File: src/rtl/melody_pkg.sv
// Shared state encodings, reserved field values and song ROM word field helpers for the
// melody sequencer.
package melody_pkg;

  typedef logic [2:0] state_t;

  localparam state_t IDLE  = 3'd0;
  localparam state_t FETCH = 3'd1;
  localparam state_t LATCH = 3'd2;
  localparam state_t PLAY  = 3'd3;
  localparam state_t GAP   = 3'd4;
  localparam state_t NEXT  = 3'd5;
  localparam state_t WRAP  = 3'd6;

  localparam int unsigned REST_NOTE = 0;
  localparam int unsigned END_DUR   = 0;

  // ROM word is {note, dur}; callers narrow the result to their field width.
  function automatic logic [31:0] word_note(input logic [31:0] word, input int unsigned dur_w);
    return word >> dur_w;
  endfunction

  function automatic logic [31:0] word_dur(input logic [31:0] word, input int unsigned dur_w);
    return word & ((32'd1 << dur_w) - 32'd1);
  endfunction

endpackage

File: src/rtl/melody_sequencer_if.sv
// Player / song ROM / tone mux signals of the melody sequencer.
// The pause input exists only when MELODY_PAUSE_EN is defined.
interface melody_sequencer_if #(
  parameter int unsigned NOTE_W = 4,
  parameter int unsigned DUR_W  = 8,
  parameter int unsigned ADDR_W = 6
);
  logic                    start;
  logic                    stop;
  logic                    loop_en;
`ifdef MELODY_PAUSE_EN
  logic                    pause;
`endif
  logic [ADDR_W-1:0]       rom_addr;
  logic [NOTE_W+DUR_W-1:0] rom_data;
  logic [NOTE_W-1:0]       sel;
  logic                    mute;
  logic                    busy;
  logic                    done;

  modport master (
    input  start, stop, loop_en, rom_data,
`ifdef MELODY_PAUSE_EN
    input  pause,
`endif
    output rom_addr, sel, mute, busy, done
  );

  modport slave (
    output start, stop, loop_en, rom_data,
`ifdef MELODY_PAUSE_EN
    output pause,
`endif
    input  rom_addr, sel, mute, busy, done
  );
endinterface

File: src/rtl/tick_divider.sv
// Duration tick prescaler: counts 0..DIV-1 while enabled and pulses tick on the last count.
module tick_divider #(
  parameter int unsigned DIV = 10
) (
  input  logic clock,
  input  logic rst_n,
  input  logic clr,
  input  logic en,
  output logic tick
);
  localparam int unsigned CW = (DIV > 1) ? $clog2(DIV) : 1;
  localparam logic [CW-1:0] LAST = CW'(DIV - 1);
  localparam logic [CW-1:0] ONE  = CW'(1);

  logic [CW-1:0] cnt_q;

  assign tick = en && (cnt_q == LAST);

  always_ff @(posedge clock) begin
    if (!rst_n) begin
      cnt_q <= '0;
    end else if (clr) begin
      cnt_q <= '0;
    end else if (en) begin
      cnt_q <= (cnt_q == LAST) ? '0 : cnt_q + ONE;
    end
  end
endmodule

File: src/rtl/melody_sequencer.sv
// Steps through a {note, dur} song ROM, drives the tone mux select and mute, and inserts an
// articulation gap after each note. Optional pause input guarded by MELODY_PAUSE_EN.
module melody_sequencer
  import melody_pkg::*;
#(
  parameter int unsigned CLK_HZ    = 50000000,
  parameter int unsigned TICK_HZ   = 100,
  parameter int unsigned NOTE_W    = 4,
  parameter int unsigned DUR_W     = 8,
  parameter int unsigned ADDR_W    = 6,
  parameter int unsigned SONG_LEN  = 64,
  parameter int unsigned GAP_TICKS = 2
) (
  input logic                clock,
  input logic                rst_n,
  melody_sequencer_if.master bus
);
  localparam int unsigned       DIV       = CLK_HZ / TICK_HZ;
  localparam int unsigned       GAP_LAST  = (GAP_TICKS == 0) ? 0 : GAP_TICKS - 1;
  localparam logic [ADDR_W-1:0] LAST_ADDR = ADDR_W'(SONG_LEN - 1);
  localparam logic [ADDR_W-1:0] ADDR_ONE  = ADDR_W'(1);
  localparam logic [DUR_W-1:0]  DUR_ONE   = DUR_W'(1);

  state_t            state_q, state_d;
  logic [ADDR_W-1:0] addr_q, addr_d;
  logic [NOTE_W-1:0] sel_q, sel_d;
  logic              mute_q, mute_d;
  logic              done_q, done_d;
  logic [DUR_W-1:0]  dur_q, dur_d;
  logic [DUR_W-1:0]  cnt_q, cnt_d;
  logic              tick, clr, hold;
  logic [NOTE_W-1:0] rom_note;
  logic [DUR_W-1:0]  rom_dur;

  assign rom_note = NOTE_W'(word_note(32'(bus.rom_data), DUR_W));
  assign rom_dur  = DUR_W'(word_dur(32'(bus.rom_data), DUR_W));

`ifdef MELODY_PAUSE_EN
  assign hold = bus.pause && ((state_q == PLAY) || (state_q == GAP));
`else
  assign hold = 1'b0;
`endif

  tick_divider #(
    .DIV (DIV)
  ) u_tick_divider (
    .clock (clock),
    .rst_n (rst_n),
    .clr   (clr),
    .en    (!hold),
    .tick  (tick)
  );

  always_comb begin
    state_d = state_q;
    addr_d  = addr_q;
    sel_d   = sel_q;
    mute_d  = mute_q;
    done_d  = 1'b0;
    dur_d   = dur_q;
    cnt_d   = cnt_q;
    clr     = 1'b0;
    if ((state_q != IDLE) && bus.stop) begin
      state_d = IDLE;
      addr_d  = '0;
      mute_d  = 1'b1;
    end else begin
      unique case (state_q)
        IDLE: begin
          mute_d = 1'b1;
          if (bus.start && !bus.stop) begin
            addr_d  = '0;
            state_d = FETCH;
          end
        end
        FETCH: state_d = LATCH;
        LATCH: begin
          if (rom_dur == DUR_W'(END_DUR)) begin
            state_d = WRAP;
          end else begin
            sel_d   = rom_note;
            mute_d  = (rom_note == NOTE_W'(REST_NOTE));
            dur_d   = rom_dur;
            cnt_d   = '0;
            clr     = 1'b1;
            state_d = PLAY;
          end
        end
        PLAY: begin
          if (tick) begin
            if (cnt_q == dur_q - DUR_ONE) begin
              cnt_d  = '0;
              mute_d = 1'b1;
              if (GAP_TICKS == 0) begin
                state_d = NEXT;
              end else begin
                clr     = 1'b1;
                state_d = GAP;
              end
            end else begin
              cnt_d = cnt_q + DUR_ONE;
            end
          end
        end
        GAP: begin
          if (tick) begin
            if (cnt_q == DUR_W'(GAP_LAST)) begin
              cnt_d   = '0;
              state_d = NEXT;
            end else begin
              cnt_d = cnt_q + DUR_ONE;
            end
          end
        end
        NEXT: begin
          if (addr_q == LAST_ADDR) begin
            state_d = WRAP;
          end else begin
            addr_d  = addr_q + ADDR_ONE;
            state_d = FETCH;
          end
        end
        WRAP: begin
          addr_d = '0;
          if (bus.loop_en) begin
            state_d = FETCH;
          end else begin
            done_d  = 1'b1;
            mute_d  = 1'b1;
            state_d = IDLE;
          end
        end
        default: state_d = IDLE;
      endcase
    end
  end

  always_ff @(posedge clock) begin
    if (!rst_n) begin
      state_q <= IDLE;
      addr_q  <= '0;
      sel_q   <= '0;
      mute_q  <= 1'b1;
      done_q  <= 1'b0;
      dur_q   <= '0;
      cnt_q   <= '0;
    end else begin
      state_q <= state_d;
      addr_q  <= addr_d;
      sel_q   <= sel_d;
      mute_q  <= mute_d;
      done_q  <= done_d;
      dur_q   <= dur_d;
      cnt_q   <= cnt_d;
    end
  end

  // Pause forces silence without disturbing the note's own mute state.
  assign bus.rom_addr = addr_q;
  assign bus.sel      = sel_q;
  assign bus.mute     = mute_q | hold;
  assign bus.busy     = (state_q != IDLE);
  assign bus.done     = done_q;
endmodule

File: src/flat_wrapper.sv
// flat-port wrapper written by rule: the top's interface ports become plain ports
module melody_sequencer_flat import melody_pkg::*;
#(
  parameter int unsigned CLK_HZ    = 50000000,
  parameter int unsigned TICK_HZ   = 100,
  parameter int unsigned NOTE_W    = 4,
  parameter int unsigned DUR_W     = 8,
  parameter int unsigned ADDR_W    = 6,
  parameter int unsigned SONG_LEN  = 64,
  parameter int unsigned GAP_TICKS = 2
)
  (clock, rst_n, bus_start, bus_stop, bus_loop_en, bus_rom_data, bus_rom_addr, bus_sel, bus_mute, bus_busy, bus_done);
  melody_sequencer_if #(.NOTE_W(NOTE_W), .DUR_W(DUR_W), .ADDR_W(ADDR_W)) bus_i ();
  input logic clock;
  input logic rst_n;
  input wire logic [$bits(bus_i.start)-1:0] bus_start;
  input wire logic [$bits(bus_i.stop)-1:0] bus_stop;
  input wire logic [$bits(bus_i.loop_en)-1:0] bus_loop_en;
  input wire logic [$bits(bus_i.rom_data)-1:0] bus_rom_data;
  output wire logic [$bits(bus_i.rom_addr)-1:0] bus_rom_addr;
  output wire logic [$bits(bus_i.sel)-1:0] bus_sel;
  output wire logic [$bits(bus_i.mute)-1:0] bus_mute;
  output wire logic [$bits(bus_i.busy)-1:0] bus_busy;
  output wire logic [$bits(bus_i.done)-1:0] bus_done;
  assign bus_i.start = bus_start;
  assign bus_i.stop = bus_stop;
  assign bus_i.loop_en = bus_loop_en;
  assign bus_i.rom_data = bus_rom_data;
  assign bus_rom_addr = bus_i.rom_addr;
  assign bus_sel = bus_i.sel;
  assign bus_mute = bus_i.mute;
  assign bus_busy = bus_i.busy;
  assign bus_done = bus_i.done;
  melody_sequencer #(.CLK_HZ(CLK_HZ), .TICK_HZ(TICK_HZ), .NOTE_W(NOTE_W), .DUR_W(DUR_W), .ADDR_W(ADDR_W), .SONG_LEN(SONG_LEN), .GAP_TICKS(GAP_TICKS)) u_core (.clock(clock), .rst_n(rst_n), .bus(bus_i));
endmodule
File: config.mk
export PLATFORM = sky130hd
export DESIGN_NAME = melody_sequencer_flat
export DESIGN_NICKNAME = d
export VERILOG_FILES = /design/src/rtl/melody_pkg.sv /design/src/rtl/melody_sequencer_if.sv /design/src/rtl/tick_divider.sv /design/src/rtl/melody_sequencer.sv /design/src/flat_wrapper.sv
export SDC_FILE = /design/constraint.sdc
export NUM_CORES = 1
export LEC_CHECK = 0
export BUFFER_PORTS_ARGS = -buffer_cell sky130_fd_sc_hd__buf_4
export CAP_MARGIN = 20
export CORE_UTILIZATION = 45
export CTS_CLUSTER_DIAMETER = 80
export DETAILED_ROUTE_END_ITERATION = 10
export GPL_TIMING_DRIVEN = 0
export PLACE_DENSITY = 0.73
export SETUP_SLACK_MARGIN = 0.4
export SLEW_MARGIN = 20
export SYNTH_ARGS = -nofsm -noshare
export SYNTH_HDL_FRONTEND = slang
export SYNTH_SLANG_ARGS = --single-unit
File: constraint.sdc
create_clock -name clock -period 2.4 [get_ports clock]
set_input_delay 0.24 -clock clock [delete_from_list [all_inputs] [get_ports clock]]
set_output_delay 0.24 -clock clock [all_outputs]
set_load 0.01 [all_outputs]
==> run summary, run 1 <==
layout cells sized above 1 - 0.300
Hold WC Path Type - input port to flip-flop
Clk Latency, worst-skew pair - 0.31 ns
Tmin final - 2.15 ns
Die Span X - 82.3 um
Clk pin slew, worst setup/hold paths - 0.09 ns
IO buf count - 29
drt pass-1 iters - 4
Cell Area, Synth - 2900 um^2
clock skew - 0.0135 ns
CP Capture Type - flip-flop
min setup slack post-route - 0.247 ns
Slew Viols, Final - 0
register bit total from synthesis - 50
FP Rows - 28
Ys Warns - 0
CP required - 2.57 ns
Std-Cell Core Area - 6060 um^2
Die Y - 82.3 um
Adder-Cell Fraction of Synth Area - 0.0216
largest family of logic cells by synthesized area - simple AND/OR/NAND/NOR gates
Vias - 2,683
number of synthesized flops with an enable pin - 0
# nets final - 414
register area share after synthesis - 0.345
syn_area_per_cell - 8.48 um^2
Slew HR - 0.642
Root Buffer Master - clkbuf_8
RSZ-0062 raised after global routing - true
Worst Reg-to-Reg Cells - 6
Final Power - 2.38 mW
Global Route Usage Sum - 0.218
vias in the first global route - 2,429
grt ovf - 0
Final Setup Violations - 0
# IOs - 30
Setup TNS - 0 ns
first-pass GRT wire length - 11,400 um
commonest non-fill, non-tap cell in the layout - nor2_1
Die ar. - 6770 um^2
crit-path cells - or4b_4, nor3_4, nand4_4, or3_4, o31ai_2, a311oi_1
Worst Path Arrival - 2.32 ns
FFs w/ async S/R, synth - 0
DR WL/cell - 15.7 um
post-synthesis compound-gate area fraction - 0.139
Post-Synthesis Cells - 342
largest net degree at the start of global routing - 16
startpoint types - flip-flop
Power per Cell Area - 644 nW/um^2
final hold vios - 0
Max-Cap Viols - 0
CTS buffer count - 5
CP max stage cell - or4b_4
initial core utilization - 0.478
Bufs on Longest Clock Path - 2
CP peak stage delay - 0.55 ns
post-DP HPWL - 4790 um
fraction of the mapped netlist area in simple logic gates - 0.319
post-layout util - 0.611
gpl congestion - 0.851
Pleak - 1.39 nW
post-route ant nets - 0
antenna violations before repair - 0
CTS Sinks - 50
Setup CP Type - flip-flop to flip-flop
Yosys cell types - 63
Antenna Cells - 0
Net Count, Synth - 364
Via-to-Cell Ratio - 5.73
CTS H-tree lvls - 2
P&R area growth vs syn - 27.8%
slew of the pin with the lowest slew margin - 0.532 ns
period utilization - 0.897
Max rail drop VDD - 0.415 mV
most frequent cells in the layout - 49 x nor2_1, 42 x buf_4, 40 x dfxtp_1
worst slack, placed - 0.0217 ns
Routed WL - 7330 um
CTS tree - built
hold-fix buffers at CTS - 0
post-synthesis mux area share - 0.0527
Crit Path Max Fanout - 3
drt first-iter violations - 181
outcome - complete, no violations
dominant synthesized flop cell - dfxtp_1
Synth Area in XOR/XNOR - 0.0937
Max Clk Rate - 464 MHz
hold depth - 3
# DRC - 0
## cells in the mapped netlist, types with 3 or more instances
master | instances | share of area
clkbuf_1 | 7 | 0.0091
mux2i_1 | 13 | 0.045
a31oi_1 | 3 | 0.0065
nand2b_1 | 3 | 0.0065
inv_1 | 7 | 0.0091
o211ai_1 | 6 | 0.016
buf_2 | 6 | 0.010
nand3b_1 | 3 | 0.0078
o21ai_0 | 8 | 0.014
nand4_1 | 8 | 0.017
and3_1 | 5 | 0.011
dfxtp_1 | 50 | 0.35
nand3_1 | 27 | 0.047
nor2_1 | 51 | 0.066
or3_1 | 4 | 0.0086
a211oi_1 | 3 | 0.0078
nor4_1 | 7 | 0.015
nor3_1 | 5 | 0.0086
nor2b_1 | 9 | 0.019
ha_1 | 5 | 0.022
xor2_1 | 18 | 0.054
nand2_1 | 23 | 0.030
and2_1 | 3 | 0.0065
xnor2_1 | 13 | 0.039
a21oi_1 | 10 | 0.017
## stage by stage
stage | std cells | instance area [um^2] | hold WS [ns]
6_report | 468 | 3700 | 0.188
3_3_place_gp | 446 | 3230 | 0.434
5_1_grt | 468 | 3700 | 0.191
4_1_cts | 459 | 3510 | 0.177
2_1_floorplan | 342 | 2920 | 0.387
3_5_place_dp | 446 | 3230 | 0.444
## power by group
| group | total [mW] | internal [mW] | switching, mW | leakage (nW) |
|---|---|---|---|---|
| registers | 0.945 | 0.888 | 0.0563 | 0.410 |
| clock network | 0.521 | 0.232 | 0.289 | 0.0472 |
| logic | 0.918 | 0.418 | 0.500 | 0.929 |
## state kept, by name (all words and copies together) (netlist names)
signal	count
u_core.u_tick_divider.cnt_q	19
u_core.cnt_q	8
u_core.dur_q	8
u_core.bus.rom_addr	6
u_core.bus.sel	4
u_core.state_q	3
u_core.bus.done	1
u_core.bus.mute	1
## critical path, delay by kind of cell (launching register included)
family	cells	cell delay, ns
AOI/OAI and AO/OA	2	0.37
DFF	1	0.36
and+or+nand+nor	4	1.29
## repair_timing
action                                  CTS  global route
resized for setup                        32            35
endpoints found under the setup margin   22            38
pin swaps                                24            21
setup buffers                             5             9
## cell families (layout without fill, tap and decap cells)
logic type / Yosys count / after routing
multiplexers: 15 / 15
AO/OA/AOI/OAI: 52 / 52
XOR/XNOR: 31 / 31
AND/OR/NAND/NOR: 168 / 168
buffers and inverters: 21 / 72
flip-flops: 50 / 50
adder cells (fa/ha/maj): 5 / 5
## area by class of cell
class                           instances  area [um^2]
Buffer                                 13         83.8
Clock buffer                            6         82.6
Clock inverter                          2         12.5
Fill cell                             508         2360
Inverter                                8         32.5
Multi-Input combinational cell        271         2050
Sequential cell                        50         1020
Tap cell                               75         93.8
Timing Repair Buffer                   43          327
## metal layers
layer,vias to the layer above,wire (um),global-route usage
met5,-,0,0
met4,0,118,0.0614
met3,11,295,0.0396
met2,58,3610,0.368
met1,1282,3300,0.283
li1,1332,-,-
## final timing paths
path,from,end,slack [ns]
worst max-delay path,u_core.u_tick_divider.cnt_q[9],u_core.bus.mute,0.25
worst min-delay path,bus_rom_data[11],u_core.bus.sel[3],0.19
worst max register to register,u_core.u_tick_divider.cnt_q[9],u_core.bus.mute,0.25
worst min register to register,u_core.u_tick_divider.cnt_q[0],u_core.u_tick_divider.cnt_q[0],0.45
No activity file was read; power rests on OpenSTA's default activity.
==> inputs of run 2 (changes only) <==
- CTS_BUF_LIST: default -> sky130_fd_sc_hd__clkbuf_8
- clock period: 2.4 -> 2.25 ns (I/O delays scaled with it)
==> run summary, run 2 (same netlist as run 1, synthesis figures left out) <==
outcome - complete, no violations
antenna violations before repair - 0 (unchanged)
GR Util met3 - 0.0385 (-0.00110)
initial core utilization - 0.478 (unchanged)
CTS Sinks - 50 (unchanged)
Routed WL - 6890 um (-5.9%)
period utilization - 0.932 (+0.0351)
Clk pin slew, worst setup/hold paths - 0.09 ns (about the same)
# IOs - 30 (unchanged)
# DRC - 0 (unchanged)
CP Capture Type - flip-flop
first-pass GRT wire length - 10,400 um (-8.6%)
most frequent cells in the layout - 49 x nor2_1, 43 x buf_4, 42 x dfxtp_1
Vias - 2,649 (-1.3%)
clock skew - 0.00547 ns (-0.00806 ns)
Max rail drop VDD - 0.421 mV (+1.5%)
min setup slack post-route - 0.152 ns (-0.0943 ns)
Min Hold Slack - 0.163 ns (-0.0253 ns)
busiest grt layer - met2
Via-to-Cell Ratio - 5.65 (-1.5%)
post-route ant nets - 0 (unchanged)
Power per Cell Area - 666 nW/um^2 (+3.4%)
startpoint types - flip-flop
gpl congestion - 0.859 (+0.96%)
post-DP HPWL - 4700 um (-2.0%)
met1 Usage GRT - 0.276 (-0.00691)
P&R area growth vs syn - 27.8% (about the same)
Root Buffer Master - clkbuf_8
Setup CP Type - flip-flop to flip-flop
met2 Use GR - 0.318 (-0.0496)
# nets final - 416 (+0.48%)
CTS H-tree lvls - 2 (unchanged)
Design Area, Final - 3700 um^2 (about the same)
drt first-iter violations - 211 (+17%)
hold-fix buffers at CTS - 0 (unchanged)
crit-path cells - inv_4, ha_4, or3b_4, buf_4, a211oi_2, nand3_1, nand2b_4, o21ai_4, a31oi_1
DR WL/cell - 14.7 um (-6.1%)
slew of the pin with the lowest slew margin - 0.561 ns (+0.0286 ns)
Largest register FFs - 19 (unchanged)
largest registers - u_core.u_tick_divider.cnt_q (19), u_core.cnt_q (8), u_core.dur_q (8)
grt ovf - 0 (unchanged)
Die Y - 82.3 um (unchanged)
Pleak - 1.41 nW (+1.7%)
CTS tree - built
Placed Instance Area - 3310 um^2 (+2.5%)
Global Route Usage Sum - 0.201 (-0.0174)
Crit path buffers/inverters - 2 (+2)
CP peak stage delay - 0.39 ns (-0.16 ns)
Final Power - 2.47 mW (+3.4%)
fillers - 534 (+5.1%)
reg2reg setup slack - 0.15 ns (-0.09 ns)
CP required - 2.43 ns (-0.14 ns)
commonest non-fill, non-tap cell in the layout - nor2_1
Final Setup Violations - 0 (unchanged)
Hold WC Path Type - input port to flip-flop
Antenna Cells - 0 (unchanged)
Crit path max-delay family - simple AND/OR/NAND/NOR gates
Max-Cap Viols - 0 (unchanged)
layout cells sized above 1 - 0.297 (-0.00330)
Std-Cell Core Area - 6060 um^2 (unchanged)
worst slack, placed - -0.153 ns (-0.174 ns)
RSZ-0062 raised after global routing - true
final hold vios - 0 (unchanged)
Worst Path Arrival - 2.28 ns (-0.04 ns)
drt pass-1 iters - 4 (unchanged)
FP Rows - 28 (unchanged)
IO buf count - 29 (unchanged)
Biggest register - u_core.u_tick_divider.cnt_q
Tmin final - 2.10 ns (-0.0557 ns)
Slew Viols, Final - 0 (unchanged)
Die Span X - 82.3 um (unchanged)
Die ar. - 6770 um^2 (unchanged)
Clk Latency, worst-skew pair - 0.30 ns (about the same)
post-layout util - 0.611 (about the same)
largest net degree at the start of global routing - 15 (-1)
Slew HR - 0.623 (-0.0193)
CTS buffer count - 5 (unchanged)
Max Clk Rate - 477 MHz (+2.7%)
Bufs on Longest Clock Path - 2 (unchanged)
CP max stage cell - or3b_4
vias in the first global route - 2,207 (-9.1%)
Crit Path Max Fanout - 4 (+1)
run 2: worst paths after layout:
kind                                  start                              to  cells after the start
min                         bus_rom_data[9]               u_core.bus.sel[1]                      3
min reg2reg  u_core.u_tick_divider.cnt_q[0]  u_core.u_tick_divider.cnt_q[0]                      1
max                         u_core.dur_q[0]               u_core.state_q[0]                      9
max reg2reg                 u_core.dur_q[0]               u_core.state_q[0]                      9
run 2: final cells by class:
class / instances / area [um^2] / share of cell area
repair buffers: 44 / 334 / 0.0902
clock inverters: 2 / 11.3 / 0.00304
plain buffers: 13 / 78.8 / 0.0213
clock buffers: 5 / 68.8 / 0.0186
well taps: 75 / 93.8 / 0.0253
multi-input cells: 272 / 2070 / 0.559
flip-flops and latches: 50 / 1020 / 0.274
inverters: 8 / 32.5 / 0.00878
run 2: where the power goes:
group,switching [mW],internal (mW),total [mW]
clock network,0.295,0.209,0.504
logic,0.518,0.438,0.956
registers,0.0588,0.947,1.01
total,0.872,1.59,2.47
run 2: through the flow:
| stage | setup TNS (ns) | std cells |
|---|---|---|
| 3_3_place_gp | -1.68 | 446 |
| 2_1_floorplan | 0 | 342 |
| 3_5_place_dp | -1.90 | 446 |
| 4_1_cts | 0 | 456 |
| 6_report | 0 | 469 |
| 5_1_grt | 0 | 469 |
run 2: repair_timing:
action / 4_1_cts / 5_1_grt
setup endpoints to repair: 32 / 40
pin swaps: 14 / 16
resized for setup: 15 / 28
setup buffers: 3 / 11
gates cloned: 0 / 2
run 2: worst register-to-register path: stages (launching register included):
cell,delay (ns)
dfxtp_4,0.37
inv_4,0.06
ha_4,0.12
or3b_4,0.39
buf_4,0.15
a211oi_2,0.20
nand3_1,0.16
nand2b_4,0.20
o21ai_4,0.22
a31oi_1,0.11
run 2: per-layer routing:
layer	vias up	part of all wire
met3	8	0.044
met2	58	0.47
met1	1239	0.47
li1	1344	-
met4	0	0.011
met5	-	0
==> inputs of run 3 (changes only) <==
- CORE_UTILIZATION: 45 -> 60
- PLACE_DENSITY: 0.73 -> 0.9
==> run summary, run 3 (same netlist as run 1, synthesis figures left out) <==
outcome - complete, no violations
CP max stage cell - or4b_1
Reg2Reg Launch Point - u_core.u_tick_divider.cnt_q[6]
CP peak stage delay - 0.52 ns (+0.13 ns)
internal power - 1.65 mW (+3.3%)
Min Hold Slack - 0.164 ns (+0.000736 ns)
Setup CP Type - flip-flop to flip-flop
Die Span X - 71.5 um (-13%)
Switch Pwr - 0.871 mW (-0.14%)
most frequent cells in the layout - 49 x nor2_1, 43 x dfxtp_1, 34 x buf_4
top layer used by detailed routing - met4
Placed Instance Area - 3280 um^2 (-0.87%)
CTS Sinks - 50 (unchanged)
Power per Cell Area - 713 nW/um^2 (+7.1%)
drt pass-1 iters - 5 (+1)
Die Y - 71.5 um (-13%)
startpoint types - flip-flop
initial core utilization - 0.644 (+0.165)
Max-Cap Viols - 0 (unchanged)
Routed WL - 6840 um (-0.71%)
clock skew - 0.0150 ns (+0.00956 ns)
Tmin final - 2.09 ns (-0.00793 ns)
largest net degree at the start of global routing - 16 (+1)
WP depth - 6 (-3)
Crit Path Max Fanout - 6 (+2)
post-route ant nets - 0 (unchanged)
reg2reg setup slack - 0.16 ns (about the same)
Die ar. - 5110 um^2 (-24%)
met2 WL post-DR - 3280 um (+0.46%)
Pleak - 1.29 nW (-8.3%)
# DRC - 0 (unchanged)
register share of total power - 0.400 (-0.008)
Design Area, Final - 3530 um^2 (-4.7%)
Root Buffer Master - clkbuf_8
vias in the first global route - 2,351 (+6.5%)
final hold vios - 0 (unchanged)
layout cells sized above 1 - 0.266 (-0.0306)
Hold WC Path Type - input port to flip-flop
RSZ-0062 raised after global routing - true
Slew Viols, Final - 0 (unchanged)
Worst setup startpoint - u_core.u_tick_divider.cnt_q[6]
post-DP HPWL - 4830 um (+2.8%)
CP Capture Point - u_core.bus.mute
CP Capture Type - flip-flop
Crit path buffers/inverters - 0 (-2)
Bufs on Longest Clock Path - 2 (unchanged)
Antenna Cells - 0 (unchanged)
Via-to-Cell Ratio - 6.13 (+8.5%)
Clock Power Share - 0.231 (+0.026)
wire length on met1 - 3080 um (-5.1%)
CTS H-tree lvls - 2 (unchanged)
Slew HR - 0.596 (-0.0269)
grt ovf - 0 (unchanged)
slew of the pin with the lowest slew margin - 0.601 ns (+0.0400 ns)
Max rail drop VDD - 0.517 mV (+23%)
first-pass GRT wire length - 11,000 um (+5.7%)
# IOs - 30 (unchanged)
Global Route Usage Sum - 0.275 (+0.0742)
Clk pin slew, worst setup/hold paths - 0.09 ns (about the same)
post-layout util - 0.784 (+0.173)
placed cell count - 423 (-5.2%)
P&R area growth vs syn - 21.8%
Biggest register - u_core.u_tick_divider.cnt_q
Worst Reg-to-Reg Cells - 6 (-3)
Std-Cell Core Area - 4500 um^2 (-26%)
IO buf count - 29 (unchanged)
Max Clk Rate - 479 MHz (+0.38%)
Final Setup Violations - 0 (unchanged)
commonest non-fill, non-tap cell in the layout - nor2_1
# nets final - 404 (-2.9%)
drt first-iter violations - 201 (-4.7%)
combinational power share - 0.369 (-0.019)
FP Rows - 24 (-14%)
antenna violations before repair - 0 (unchanged)
largest registers - u_core.u_tick_divider.cnt_q (19), u_core.cnt_q (8), u_core.dur_q (8)
DR WL met3 - 343 um (+12%)
DR WL/cell - 15.7 um (+7.0%)
switching share of power - 0.346 (-0.00770)
crit-path cells - or4b_1, nor3_2, nand4_2, or3_4, o31ai_2, a311oi_1
period utilization - 0.929 (-0.00352)
hold-fix buffers at CTS - 0 (unchanged)
Crit path max-delay family - simple AND/OR/NAND/NOR gates
Worst Path Arrival - 2.26 ns (-0.02 ns)
CTS buffer count - 5 (unchanged)
gpl congestion - 0.917 (+6.8%)
Largest register FFs - 19 (unchanged)
Clk Latency, worst-skew pair - 0.31 ns (about the same)
CTS tree - built
Post-Layout Cell Count - 435 (-7.2%)
Worst R2R End - u_core.bus.mute
Vias - 2,667 (+0.68%)
CP required - 2.42 ns (about the same)
==> run 3: changes by cell type in the layout (fill, tap and decap cells not counted), sizes merged <==
cell and change:
nand3b -1, inv -1, buf -13, clkinvlp -1, clkinv +1, clkbuf +4
==> run 3: per-stage QoR <==
stage	setup TNS [ns]	total power [mW]	setup WS, ns
2_1_floorplan	0	1.66	0.312
3_3_place_gp	-0.193	1.83	-0.0537
3_5_place_dp	-0.790	1.86	-0.0588
4_1_cts	0	2.47	0.180
5_1_grt	0	2.65	0.0318
6_report	0	2.52	0.160
==> run 3: layout make-up <==
| class | count | area [um^2] |
|---|---|---|
| Inverter | 8 | 32.5 |
| Sequential cell | 50 | 1010 |
| Multi-Input combinational cell | 271 | 1990 |
| Clock buffer | 7 | 96.3 |
| Clock inverter | 1 | 8.76 |
| Fill cell | 318 | 972 |
| Buffer | 13 | 77.6 |
| Timing Repair Buffer | 33 | 248 |
| Tap cell | 52 | 65.1 |
==> run 3: worst min path at each step <==
stage	start	to	slack [ns]	cells past startpoint
floorplan	bus_rom_data[0]	u_core.dur_q[0]	0.37	2
global placement	u_core.u_tick_divider.cnt_q[0]	u_core.u_tick_divider.cnt_q[0]	0.43	1
detailed placement	u_core.u_tick_divider.cnt_q[0]	u_core.u_tick_divider.cnt_q[0]	0.44	1
CTS	bus_rom_data[8]	u_core.bus.sel[0]	0.16	3
global route	bus_rom_data[6]	u_core.dur_q[6]	0.18	3
finish	bus_rom_data[8]	u_core.bus.sel[0]	0.16	3
==> run 3: tightest hold or removal path, cell delays in order <==
cell,delay [ns]
buf_4,0.08
mux2i_1,0.06
nor2_1,0.07
==> run 3: layer usage <==
| layer | vias up | global-route usage |
|---|---|---|
| li1 | 1311 | - |
| met2 | 74 | 0.442 |
| met3 | 15 | 0.0534 |
| met5 | - | 0 |
| met1 | 1267 | 0.372 |
| met4 | 0 | 0.0959 |
==> run 3: what timing repair did <==
item,in CTS,in global routing
pin swaps,11,3
gates cloned,0,0
endpoints found under the setup margin,34,41
setup buffers,3,1
resized for setup,14,14
==> run 3: power by group through the flow <==
| stage | Clock, mW | Sequential, mW | Combinational (mW) |
|---|---|---|---|
| floorplan | 0 | 1.02 | 0.643 |
| global placement | 0 | 1.02 | 0.815 |
| detailed placement | 0 | 1.02 | 0.836 |
| CTS | 0.588 | 1.00 | 0.883 |
| global route | 0.628 | 1.02 | 1.00 |
| finish | 0.583 | 1.01 | 0.928 |
